### config.mk
export PLATFORM = sky130hd
export DESIGN_NAME = traffic_phase_sequencer
export DESIGN_NICKNAME = d
export VERILOG_FILES = /design/src/rtl/traffic_pkg.sv /design/src/rtl/phase_timer.sv /design/src/rtl/traffic_phase_sequencer.sv
export SDC_FILE = /design/constraint.sdc
export NUM_CORES = 1
export LEC_CHECK = 0
export CAP_MARGIN = 30
export CORE_MARGIN = 8
export CORE_UTILIZATION = 30
export DETAILED_ROUTE_END_ITERATION = 8
export GPL_ROUTABILITY_DRIVEN = 1
export MAX_ROUTING_LAYER = met4
export SETUP_SLACK_MARGIN = 0.4
export SLEW_MARGIN = 0
export SYNTH_ARGS = -nofsm -noshare
export SYNTH_HDL_FRONTEND = slang
export SYNTH_SLANG_ARGS = --single-unit
### constraint.sdc
create_clock -name clk -period 3 [get_ports clk]
set_clock_uncertainty 0.1 [all_clocks]
set_input_delay 0.3 -clock clk [delete_from_list [all_inputs] [get_ports clk]]
set_output_delay 0.3 -clock clk [all_outputs]
set_load 0.02 [all_outputs]
### src/rtl/traffic_pkg.sv
// rtl/traffic_pkg.sv - shared mode, phase, lane and rotation definitions for the intersection
package traffic_pkg;

    localparam logic [1:0] MODE_NIGHT = 2'b00;
    localparam logic [1:0] MODE_DAY   = 2'b01;
    localparam logic [1:0] MODE_PED   = 2'b10;
    localparam logic [1:0] MODE_EMG   = 2'b11;

    typedef enum logic [2:0] {
        PH_ALLRED = 3'd0,
        PH_GREEN  = 3'd1,
        PH_YELLOW = 3'd2,
        PH_WALK   = 3'd3,
        PH_EMG    = 3'd4
    } phase_t;

    localparam int LANE_N1 = 7;
    localparam int LANE_N2 = 6;
    localparam int LANE_E1 = 5;
    localparam int LANE_E2 = 4;
    localparam int LANE_S1 = 3;
    localparam int LANE_S2 = 2;
    localparam int LANE_W1 = 1;
    localparam int LANE_W2 = 0;

    localparam logic [7:0] ROT_N = (8'b1 << LANE_N1) | (8'b1 << LANE_N2);
    localparam logic [7:0] ROT_E = (8'b1 << LANE_E1) | (8'b1 << LANE_E2);
    localparam logic [7:0] ROT_S = (8'b1 << LANE_S1) | (8'b1 << LANE_S2);
    localparam logic [7:0] ROT_W = (8'b1 << LANE_W1) | (8'b1 << LANE_W2);

    localparam logic [1:0] DIR_N = 2'd0;
    localparam logic [1:0] DIR_E = 2'd1;
    localparam logic [1:0] DIR_S = 2'd2;
    localparam logic [1:0] DIR_W = 2'd3;

    // Lane pair served by the night rotation for a given direction pointer.
    function automatic logic [7:0] rot_set(input logic [1:0] dir);
        case (dir)
            DIR_N:   rot_set = ROT_N;
            DIR_E:   rot_set = ROT_E;
            DIR_S:   rot_set = ROT_S;
            default: rot_set = ROT_W;
        endcase
    endfunction

endpackage

### src/rtl/phase_timer.sv
// rtl/phase_timer.sv - loadable saturating down counter timing each phase
module phase_timer #(
    parameter int             W         = 4,
    parameter logic [W-1:0]   RESET_VAL = '0
) (
    input  logic         clk,
    input  logic         rst,
    input  logic         load,
    input  logic [W-1:0] load_val,
    output logic [W-1:0] count,
    output logic         done
);

    // Load on phase entry, otherwise count down and rest at zero.
    always_ff @(posedge clk) begin
        if (rst) begin
            count <= RESET_VAL;
        end else if (load) begin
            count <= load_val;
        end else if (count != '0) begin
            count <= count - 1'b1;
        end
    end

    assign done = (count == '0);

endmodule

### src/rtl/traffic_phase_sequencer.sv
// rtl/traffic_phase_sequencer.sv - light phase FSM with green min/max, clearance, walk and preemption
module traffic_phase_sequencer
    import traffic_pkg::*;
#(
    parameter int GREEN_MIN = 4,
    parameter int GREEN_MAX = 16,
    parameter int YELLOW_T  = 2,
    parameter int ALLRED_T  = 1,
    parameter int WALK_T    = 6
) (
    input  logic       clk,
    input  logic       rst,
    input  logic [1:0] mode,
    input  logic [7:0] lane_req,
    input  logic [7:0] emg_lanes,
    output logic [7:0] green,
    output logic [7:0] yellow,
    output logic [7:0] red,
    output logic       walk,
    output logic [2:0] phase,
    output logic       grant_chg
);

    localparam int TW = $clog2(GREEN_MAX);

    localparam logic [TW-1:0] T_ALLRED = TW'(ALLRED_T - 1);
    localparam logic [TW-1:0] T_GREEN  = TW'(GREEN_MAX - 1);
    localparam logic [TW-1:0] T_YELLOW = TW'(YELLOW_T - 1);
    localparam logic [TW-1:0] T_WALK   = TW'(WALK_T - 1);
    localparam logic [TW:0]   GMAX_W   = (TW+1)'(GREEN_MAX);
    localparam logic [TW:0]   GMIN_W   = (TW+1)'(GREEN_MIN);

    phase_t        state, state_n;
    logic [7:0]    cur, cur_n;
    logic          ped_pend, ped_n;
    logic [1:0]    night_ptr, ptr_n;
    logic [7:0]    green_n, yellow_n;
    logic          timer_load;
    logic [TW-1:0] timer_val;
    logic [TW-1:0] timer_count;
    logic          timer_done;
    logic [TW:0]   elapsed;
    logic          min_met;

    phase_timer #(
        .W         (TW),
        .RESET_VAL (T_ALLRED)
    ) u_timer (
        .clk      (clk),
        .rst      (rst),
        .load     (timer_load),
        .load_val (timer_val),
        .count    (timer_count),
        .done     (timer_done)
    );

    // Green cycles completed including the current one.
    assign elapsed = GMAX_W - {1'b0, timer_count};
    assign min_met = (elapsed >= GMIN_W);

    // Phase register plus all Moore output registers.
    always_ff @(posedge clk) begin
        if (rst) begin
            state     <= PH_ALLRED;
            cur       <= 8'h00;
            ped_pend  <= 1'b0;
            night_ptr <= DIR_N;
            green     <= 8'h00;
            yellow    <= 8'h00;
            red       <= 8'hFF;
            walk      <= 1'b0;
            grant_chg <= 1'b0;
        end else begin
            state     <= state_n;
            cur       <= cur_n;
            ped_pend  <= ped_n;
            night_ptr <= ptr_n;
            green     <= green_n;
            yellow    <= yellow_n;
            red       <= ~(green_n | yellow_n);
            walk      <= (state_n == PH_WALK);
            grant_chg <= (state_n == PH_GREEN) && (state != PH_GREEN);
        end
    end

    // Next phase, active set, pedestrian latch and rotation pointer.
    always_comb begin
        state_n = state;
        cur_n   = cur;
        ptr_n   = night_ptr;
        ped_n   = ped_pend | (mode == MODE_PED);
        case (state)
            PH_ALLRED: begin
                if (timer_done) begin
                    if (mode == MODE_EMG) begin
                        state_n = PH_EMG;
                        cur_n   = emg_lanes;
                    end else if (ped_pend) begin
                        state_n = PH_WALK;
                        ped_n   = 1'b0;
                    end else begin
                        state_n = PH_GREEN;
                        if ((mode == MODE_DAY || mode == MODE_PED) && lane_req != 8'h00) begin
                            cur_n = lane_req;
                        end else begin
                            cur_n = rot_set(night_ptr);
                            ptr_n = night_ptr + 2'd1;
                        end
                    end
                end
            end
            PH_GREEN: begin
                if (mode == MODE_EMG ||
                    (min_met && ped_pend) ||
                    (min_met && mode == MODE_DAY && lane_req != 8'h00 && lane_req != cur) ||
                    timer_done) begin
                    state_n = PH_YELLOW;
                end
            end
            PH_YELLOW: begin
                if (timer_done) begin
                    state_n = PH_ALLRED;
                end
            end
            PH_WALK: begin
                if (mode == MODE_EMG || timer_done) begin
                    state_n = PH_ALLRED;
                end
            end
            PH_EMG: begin
                if (mode != MODE_EMG) begin
                    state_n = PH_YELLOW;
                end else begin
                    cur_n = emg_lanes;
                end
            end
            default: begin
                state_n = PH_ALLRED;
            end
        endcase
    end

    // Lamp sets and timer reload for the phase being entered.
    always_comb begin
        green_n    = 8'h00;
        yellow_n   = 8'h00;
        timer_load = (state_n != state);
        timer_val  = T_ALLRED;
        if (state_n == PH_GREEN || state_n == PH_EMG) begin
            green_n = cur_n;
        end
        if (state_n == PH_YELLOW) begin
            yellow_n = cur_n;
        end
        case (state_n)
            PH_GREEN:  timer_val = T_GREEN;
            PH_YELLOW: timer_val = T_YELLOW;
            PH_WALK:   timer_val = T_WALK;
            PH_EMG:    timer_val = '0;
            default:   timer_val = T_ALLRED;
        endcase
    end

    assign phase = state;

endmodule

==> key figures, run 1 <==
Cells and area
  • End-of-flow core utilization: 0.431
  • Ratio of cells with drive above 1 in the final layout: 0.150
  • Final #Nets: 334
  • Commonest non-fill, non-tap cells in the layout: nor2_1 (42), dfxtp_1 (42), clkdlybuf4s50_1 (42), buf_4 (20)
  • Finished Layout Cells: 402
  • Final instance area: 2930 um^2
  • Ant diodes: 0
  • Area Overhead vs Synth: 39.7%

Placement
  • RePlAce Congestion: 0.926
  • Placed Area: 2770 um^2
  • Pre-CTS WS: around 0.03 ns
  • Placed Instances: slightly below 400
  • DPL Wire Length: 4.40 mm
  • IO Port Bufs: 48

Min path
  • Hold path startpoint: night_ptr[1]$_SDFFE_PP0P_
  • Class of the worst hold path: reg -> reg
  • Hold EP: night_ptr[1]$_SDFFE_PP0P_
  • Min-Delay Path Depth: 2

Detailed routing
  • DR pass1 iterations: 4
  • Vias: 1,959
  • WL/cell: ~15 um
  • Vias per cell: 4.87
  • Routed WL: 5.83 mm
  • Post-route DRC violation count: 0
  • Initial drt markers: 74
  • Post-route ant nets: 0

Timing
  • Worst-Margin Slew: ~0.63 ns
  • Crit share post-route: 0.859
  • Final setup vio count: 0
  • Crit path time final: 2.58 ns
  • Final setup TNS: 0 ns
  • Setup ws final: roughly 0.42 ns
  • Hold_ws: 0.464 ns
  • Final hold vios: 0
  • Relative slew slack: 0.582
  • Final Max Slew Viols: 0
  • FMAX: 388 MHz
  • RSZ-0062 raised after global routing: false

CTS
  • # hold bufs at CTS: 0
  • Worst-path clk slew: 0.08 ns
  • H-tree depth: 2
  • TritonCTS clock tree: done
  • Root Driver: clkbuf_8
  • TritonCTS Buffers: 5
  • Clk buf depth: 2
  • Clock Latency Late Sink: approximately 0.3 ns
  • Sink Count: 44

Worst setup path
  • RR Startpoint: u_timer.count[1]$_SDFFE_PP0P_
  • Critical Path Max Stage Delay: 0.40 ns
  • Slowest-stage cell, CP: a2111oi_4
  • CP max FO: 7
  • Worst Reg2Reg Path Length in Cells: 8
  • Startpoint Class: flip-flop
  • Worst r2r dst: u_timer.count[2]$_SDFFE_PP0P_
  • Worst path cell trace: inv_2 -> ha_4 -> a21bo_4 -> a2111oi_4 -> o211ai_1 -> o31a_1 -> a311o_1 -> mux2_4
  • Kind of critical path: reg -> reg
  • CP arrival: around 2.7 ns
  • CP Capture Type: flip-flop
  • WP data required: 3.09 ns
  • R2R Setup Slk: 0.42 ns

Power
  • Logic pwr share: 0.576
  • Sequential group share of total power: 0.299
  • Int Pwr: 1.77 mW
  • Clock power frac: 0.125
  • Leakage: 1.16 nW
  • Psw: 1.32 mW
  • Max IR drop VDD: 0.545 mV
  • Power Total: 3.10 mW
  • Switching Share: 0.427
  • PwrDens: ~1100 nW/um^2

Die
  • Die ar.: 9930 um^2
  • Initial cell density of the core: 0.309
  • Die height: around 100 um
  • Core area: between 6000 and 7000 um^2
  • Width of the die: 99.6 um
  • Rows: 30
  • Top-level I/O count: 49

Logic synthesis
  • Syn_nets: 270
  • Synth Warn #: 0
  • Area leader, netlist: dfxtp_1
  • Post-synth ARST share: 0
  • Yosys cell types: 47
  • Synth Area per Inst: 8.71 um^2
  • Number of synthesized flops with an enable pin: 0
  • Mapped Area: between 2000 and 2500 um^2
  • Sequential area share after synthesis: 0.420
  • Primary FF master, synth: dfxtp_1
  • Syn Inst Count: between 200 and 250
  • Share of Yosys cell area claimed by the top area cell type: 0.420
  • Synth area leaders: dfxtp_1 (42%), nor2_1 (7.5%), ha_1 (5.4%)
  • Yosys reg bits: 44

GRT
  • GRT Total Usage: 0.122
  • Initial antenna violation count: 0
  • Vias in the first global route: 1,952
  • First-pass GRT wire length: 9.52 mm
  • Total global routing overflow: 0
  • Largest net degree at the start of global routing: 17

Flow run
  • Max-Cap Viols: 0

Status
  • Outcome: finished, final reports clean
-- worst max-delay path by stage --
stage / start / end / slack [ns] / depth (start not counted)
2_1_floorplan: u_timer.count[0]$_SDFFE_PP0P_ / u_timer.count[0]$_SDFFE_PP0P_ / 0.46 / 9
3_3_place_gp: lane_req[1] / u_timer.count[0]$_SDFFE_PP0P_ / 0.07 / 7
3_5_place_dp: lane_req[1] / u_timer.count[0]$_SDFFE_PP0P_ / 0.03 / 7
4_1_cts: lane_req[3] / u_timer.count[2]$_SDFFE_PP0P_ / 0.41 / 7
5_1_grt: mode[0] / u_timer.count[2]$_SDFFE_PP0P_ / 0.35 / 8
6_report: u_timer.count[1]$_SDFFE_PP0P_ / u_timer.count[2]$_SDFFE_PP0P_ / 0.42 / 8
-- critical path, delay by kind of cell, from the launching register on --
family                     cells  cell delay (ns)
AOI/OAI and AO/OA              5             1.47
adders and majority gates      1             0.18
buffers and inverters          1             0.06
DFF                            1             0.34
muxes                          1             0.32
-- registers in the layout (all words and copies together) (netlist names) --
signal         cells
cur                8
walk               1
green              8
ped_pend           1
night_ptr          2
u_timer.count      4
grant_chg          1
red                8
yellow             8
phase              3
-- power by group through the flow --
| stage | registers [mW] | logic (mW) | clock network (mW) |
|---|---|---|---|
| finish | 0.926 | 1.78 | 0.386 |
| global route | 0.956 | 1.94 | 0.425 |
| CTS | 0.926 | 1.76 | 0.397 |
| floorplan | 1.06 | 0.906 | 0 |
| detailed placement | 0.937 | 1.70 | 0 |
| global placement | 0.937 | 1.70 | 0 |
-- routing by layer --
| metal | global-route usage | vias up | routed length (um) |
|---|---|---|---|
| met5 | - | - | 0 |
| met4 | 0.0326 | 0 | 77 |
| met3 | 0.0433 | 10 | 469 |
| met2 | 0.192 | 73 | 2650 |
| met1 | 0.144 | 906 | 2630 |
| li1 | - | 970 | - |
-- area by class of cell --
cell class / count / area [um^2]
tap: 96 / 120
timing repair buffer: 68 / 623
inverter: 16 / 60.1
fill: 675 / 3860
clock buffer: 5 / 68.8
sequential: 44 / 883
clock inverter: 3 / 25.0
multi-input combinational: 170 / 1150
-- logic make-up after synthesis --
| kind of cell | synth area share |
|---|---|
| AND/OR/NAND/NOR | 0.212 |
| AO/OA/AOI/OAI | 0.200 |
| flip-flops | 0.420 |
| buffers and inverters | 0.0483 |
| XOR/XNOR | 0.0417 |
| adder cells (fa/ha/maj) | 0.0537 |
| multiplexers | 0.0244 |
-- synth_stat cells (2+ instances only) --
cell type	number
nor2b_1	8
o211a_1	2
xnor2_1	10
a21oi_1	10
a221oi_1	6
o31ai_1	3
inv_1	15
mux2_4	2
nand2b_1	4
nand2_1	13
a311o_1	2
nor3_1	6
o21ai_0	10
nor2_1	42
dfxtp_1	44
clkbuf_1	11
o211ai_1	9
nand3_1	6
ha_1	9
nand4_1	2
-- what timing repair did --
action / 4_1_cts / 5_1_grt
gates resized for setup: 13 / 4
endpoints found under the setup margin: 4 / 3
endpoints found under the hold margin: 0 / 0
pin swaps: 6 / 5
buffers inserted: 3 / 2
Note: power is estimated with default switching activity, not from simulation.
==> run 2, diff against run 1 <==
Settings changed: CTS_CLUSTER_SIZE from default to 30.
==> results of run 2 <==
No change in the layout: final DEF, timing and power equal those of run 1.
==> run 3, diff against run 2 <==
Clock period 3 ns to 3.3 ns, I/O delays scaled along.
==> run 3 against run 2 <==
- flip-flop and latch count stayed put
- via count is 2.9% lower
- clock-buffer cell count stayed put
- first-iteration DRC count is 23% higher
- combinational power is 13% lower
- critical path type unchanged
- critical endpoint is now u_timer.count[0]$_SDFFE_PP0P_
- largest power group unchanged
==> key figures, run 3 (synthesis results as in run 1) <==
CTS
  • Clock Latency Late Sink: 0.31 ns
  • H-tree depth: 2
  • Clk buf depth: 2
  • Sink Count: 44
  • # hold bufs at CTS: 0
  • TritonCTS clock tree: done
  • Root Driver: clkbuf_8
  • TritonCTS Buffers: 5
  • Worst-path clk slew: 0.08 ns

Detailed routing
  • Post-route DRC violation count: 0
  • Met3 WL: 417 um
  • DR pass1 iterations: 4
  • WL/cell: ~15 um
  • Initial drt markers: between 90 and 100
  • DRT met1 WL: 2.65 mm
  • Vias: 1,903
  • Routed WL: 5.97 mm
  • Top layer used by detailed routing: met4
  • Post-route ant nets: 0
  • Routed wl met2: about 2.8 mm
  • Vias per cell: 4.88

Power
  • Logic pwr share: 0.549
  • PwrDens: 995 nW/um^2
  • Switching Share: 0.423
  • Power Total: approximately 2.8 mW
  • Psw: 1.19 mW
  • Int Pwr: 1.63 mW
  • Clock power frac: 0.153
  • Sequential group share of total power: 0.298
  • Leakage: 1.09 nW
  • Max IR drop VDD: roughly 0.39 mV

Timing
  • RSZ-0062 raised after global routing: false
  • Crit path time final: 2.79 ns
  • FMAX: 359 MHz
  • Final hold vios: 0
  • Relative slew slack: 0.455
  • Final setup TNS: 0 ns
  • Final setup vio count: 0
  • Worst-Margin Slew: 0.815 ns
  • Final Max Slew Viols: 0
  • Crit share post-route: 0.845

GRT
  • Initial antenna violation count: 0
  • GRT Total Usage: 0.128
  • Total global routing overflow: 0
  • Largest net degree at the start of global routing: 22
  • First-pass GRT wire length: around 9.9 mm
  • Vias in the first global route: 2,006

Cells and area
  • Reg area: 881 um^2
  • Ratio of cells with drive above 1 in the final layout: 0.0952
  • Area Overhead vs Synth: 35.2%
  • Layout fillers: slightly below 700
  • Multi-input logic area: approximately 1100 um^2
  • Commonest non-fill, non-tap cells in the layout: clkdlybuf4s50_1 (48), dfxtp_1 (44), nor2_1 (42), inv_1 (15), nand2_1 (13)
  • Most common cell after layout, fill and taps aside: clkdlybuf4s50_1
  • Final #Nets: 322
  • Ant diodes: 0

Flow run
  • Max-Cap Viols: 0

Die
  • Width of the die: around 100 um
  • Core area: between 6000 and 7000 um^2
  • Initial cell density of the core: 0.309
  • Rows: 30
  • Die height: 99.6 um
  • Die ar.: 9930 um^2
  • Top-level I/O count: 49

Worst setup path
  • CP Capture Type: flip-flop
  • Worst Reg2Reg Path Length in Cells: 9
  • CP delay by family, top: compound AO/OA/AOI/OAI gates
  • CP Depth: 9
  • WP data required: 3.40 ns
  • RR Startpoint: u_timer.count[1]$_SDFFE_PP0P_
  • CP max FO: 11
  • Critical Path Max Stage Delay: 0.36 ns
  • Kind of critical path: reg -> reg
  • Slowest-stage cell, CP: a2111oi_4
  • Worst r2r dst: u_timer.count[0]$_SDFFE_PP0P_
  • CP arrival: approximately 2.9 ns
  • R2R Setup Slk: 0.51 ns
  • Worst path cell trace: inv_1 -> ha_1 -> nor3b_1 -> buf_4 -> a2111oi_4 -> o211ai_1 -> o31a_1 -> a311o_1 -> mux2_4
  • WP buf/inv: 2
  • Startpoint Class: flip-flop

Status
  • Outcome: finished, final reports clean

Min path
  • Min-Delay Path Depth: 2
  • Hold EP: u_timer.count[1]$_SDFFE_PP0P_
  • Hold path startpoint: u_timer.count[1]$_SDFFE_PP0P_
  • Class of the worst hold path: reg -> reg

Placement
  • IO Port Bufs: 48
  • RePlAce Congestion: 0.851
  • DPL Wire Length: 4.42 mm
run 3: metrics by stage:
step / instances / area, um^2 / util / setup slack (ns) / hold slack, ns
2_1_floorplan: 241 / 2100 / - / 0.758 / 0.413
3_3_place_gp: 380 / 2700 / 0.398 / 0.351 / 0.446
3_5_place_dp: 380 / 2700 / 0.398 / 0.254 / 0.439
4_1_cts: 388 / 2820 / 0.415 / 0.522 / 0.451
5_1_grt: 390 / 2840 / 0.418 / 0.396 / 0.522
6_report: 390 / 2840 / 0.418 / 0.513 / 0.446
run 3: cell type report:
class                   count  share of cell area
well taps                  96              0.0423
repair buffers             56               0.190
multi-input cells         170               0.395
flip-flops and latches     44               0.310
clock inverters             3              0.0163
inverters                  16              0.0212
clock buffers               5              0.0243
run 3: metal layers:
layer | vias to the layer above | track usage
met2 | 61 | 0.217
li1 | 946 | -
met5 | - | -
met4 | 0 | 0.0384
met1 | 888 | 0.138
met3 | 8 | 0.0454
run 3: power groups by stage:
| stage | Sequential, mW | Combinational, mW | Clock [mW] |
|---|---|---|---|
| detailed placement | 0.852 | 1.53 | 0 |
| floorplan | 0.960 | 0.823 | 0 |
| global placement | 0.850 | 1.52 | 0 |
| CTS | 0.842 | 1.54 | 0.444 |
| global route | 0.869 | 1.70 | 0.465 |
| finish | 0.842 | 1.55 | 0.433 |
run 3: repair_timing:
action | CTS | global route
gates resized for setup | 0 | 2
endpoints found under the setup margin | 0 | 3
buffers inserted | 0 | 2
run 3: how the worst max path moves through the flow:
stage / startpoint / endpoint / slack (ns)
after detailed placement: mode[0] / u_timer.count[2]$_SDFFE_PP0P_ / 0.25
after CTS: u_timer.count[1]$_SDFFE_PP0P_ / red[0]$_SDFF_PP1_ / 0.52
after floorplan: u_timer.count[0]$_SDFFE_PP0P_ / u_timer.count[0]$_SDFFE_PP0P_ / 0.76
after global routing: u_timer.count[1]$_SDFFE_PP0P_ / u_timer.count[0]$_SDFFE_PP0P_ / 0.40
after global placement: lane_req[4] / u_timer.count[2]$_SDFFE_PP0P_ / 0.35
final: u_timer.count[1]$_SDFFE_PP0P_ / u_timer.count[0]$_SDFFE_PP0P_ / 0.51
run 3: worst min-delay path: cells and delay by family (launching register included):
kind,cells,cell delay [ns]
DFF,1,0.32
AOI/OAI and AO/OA,2,0.19
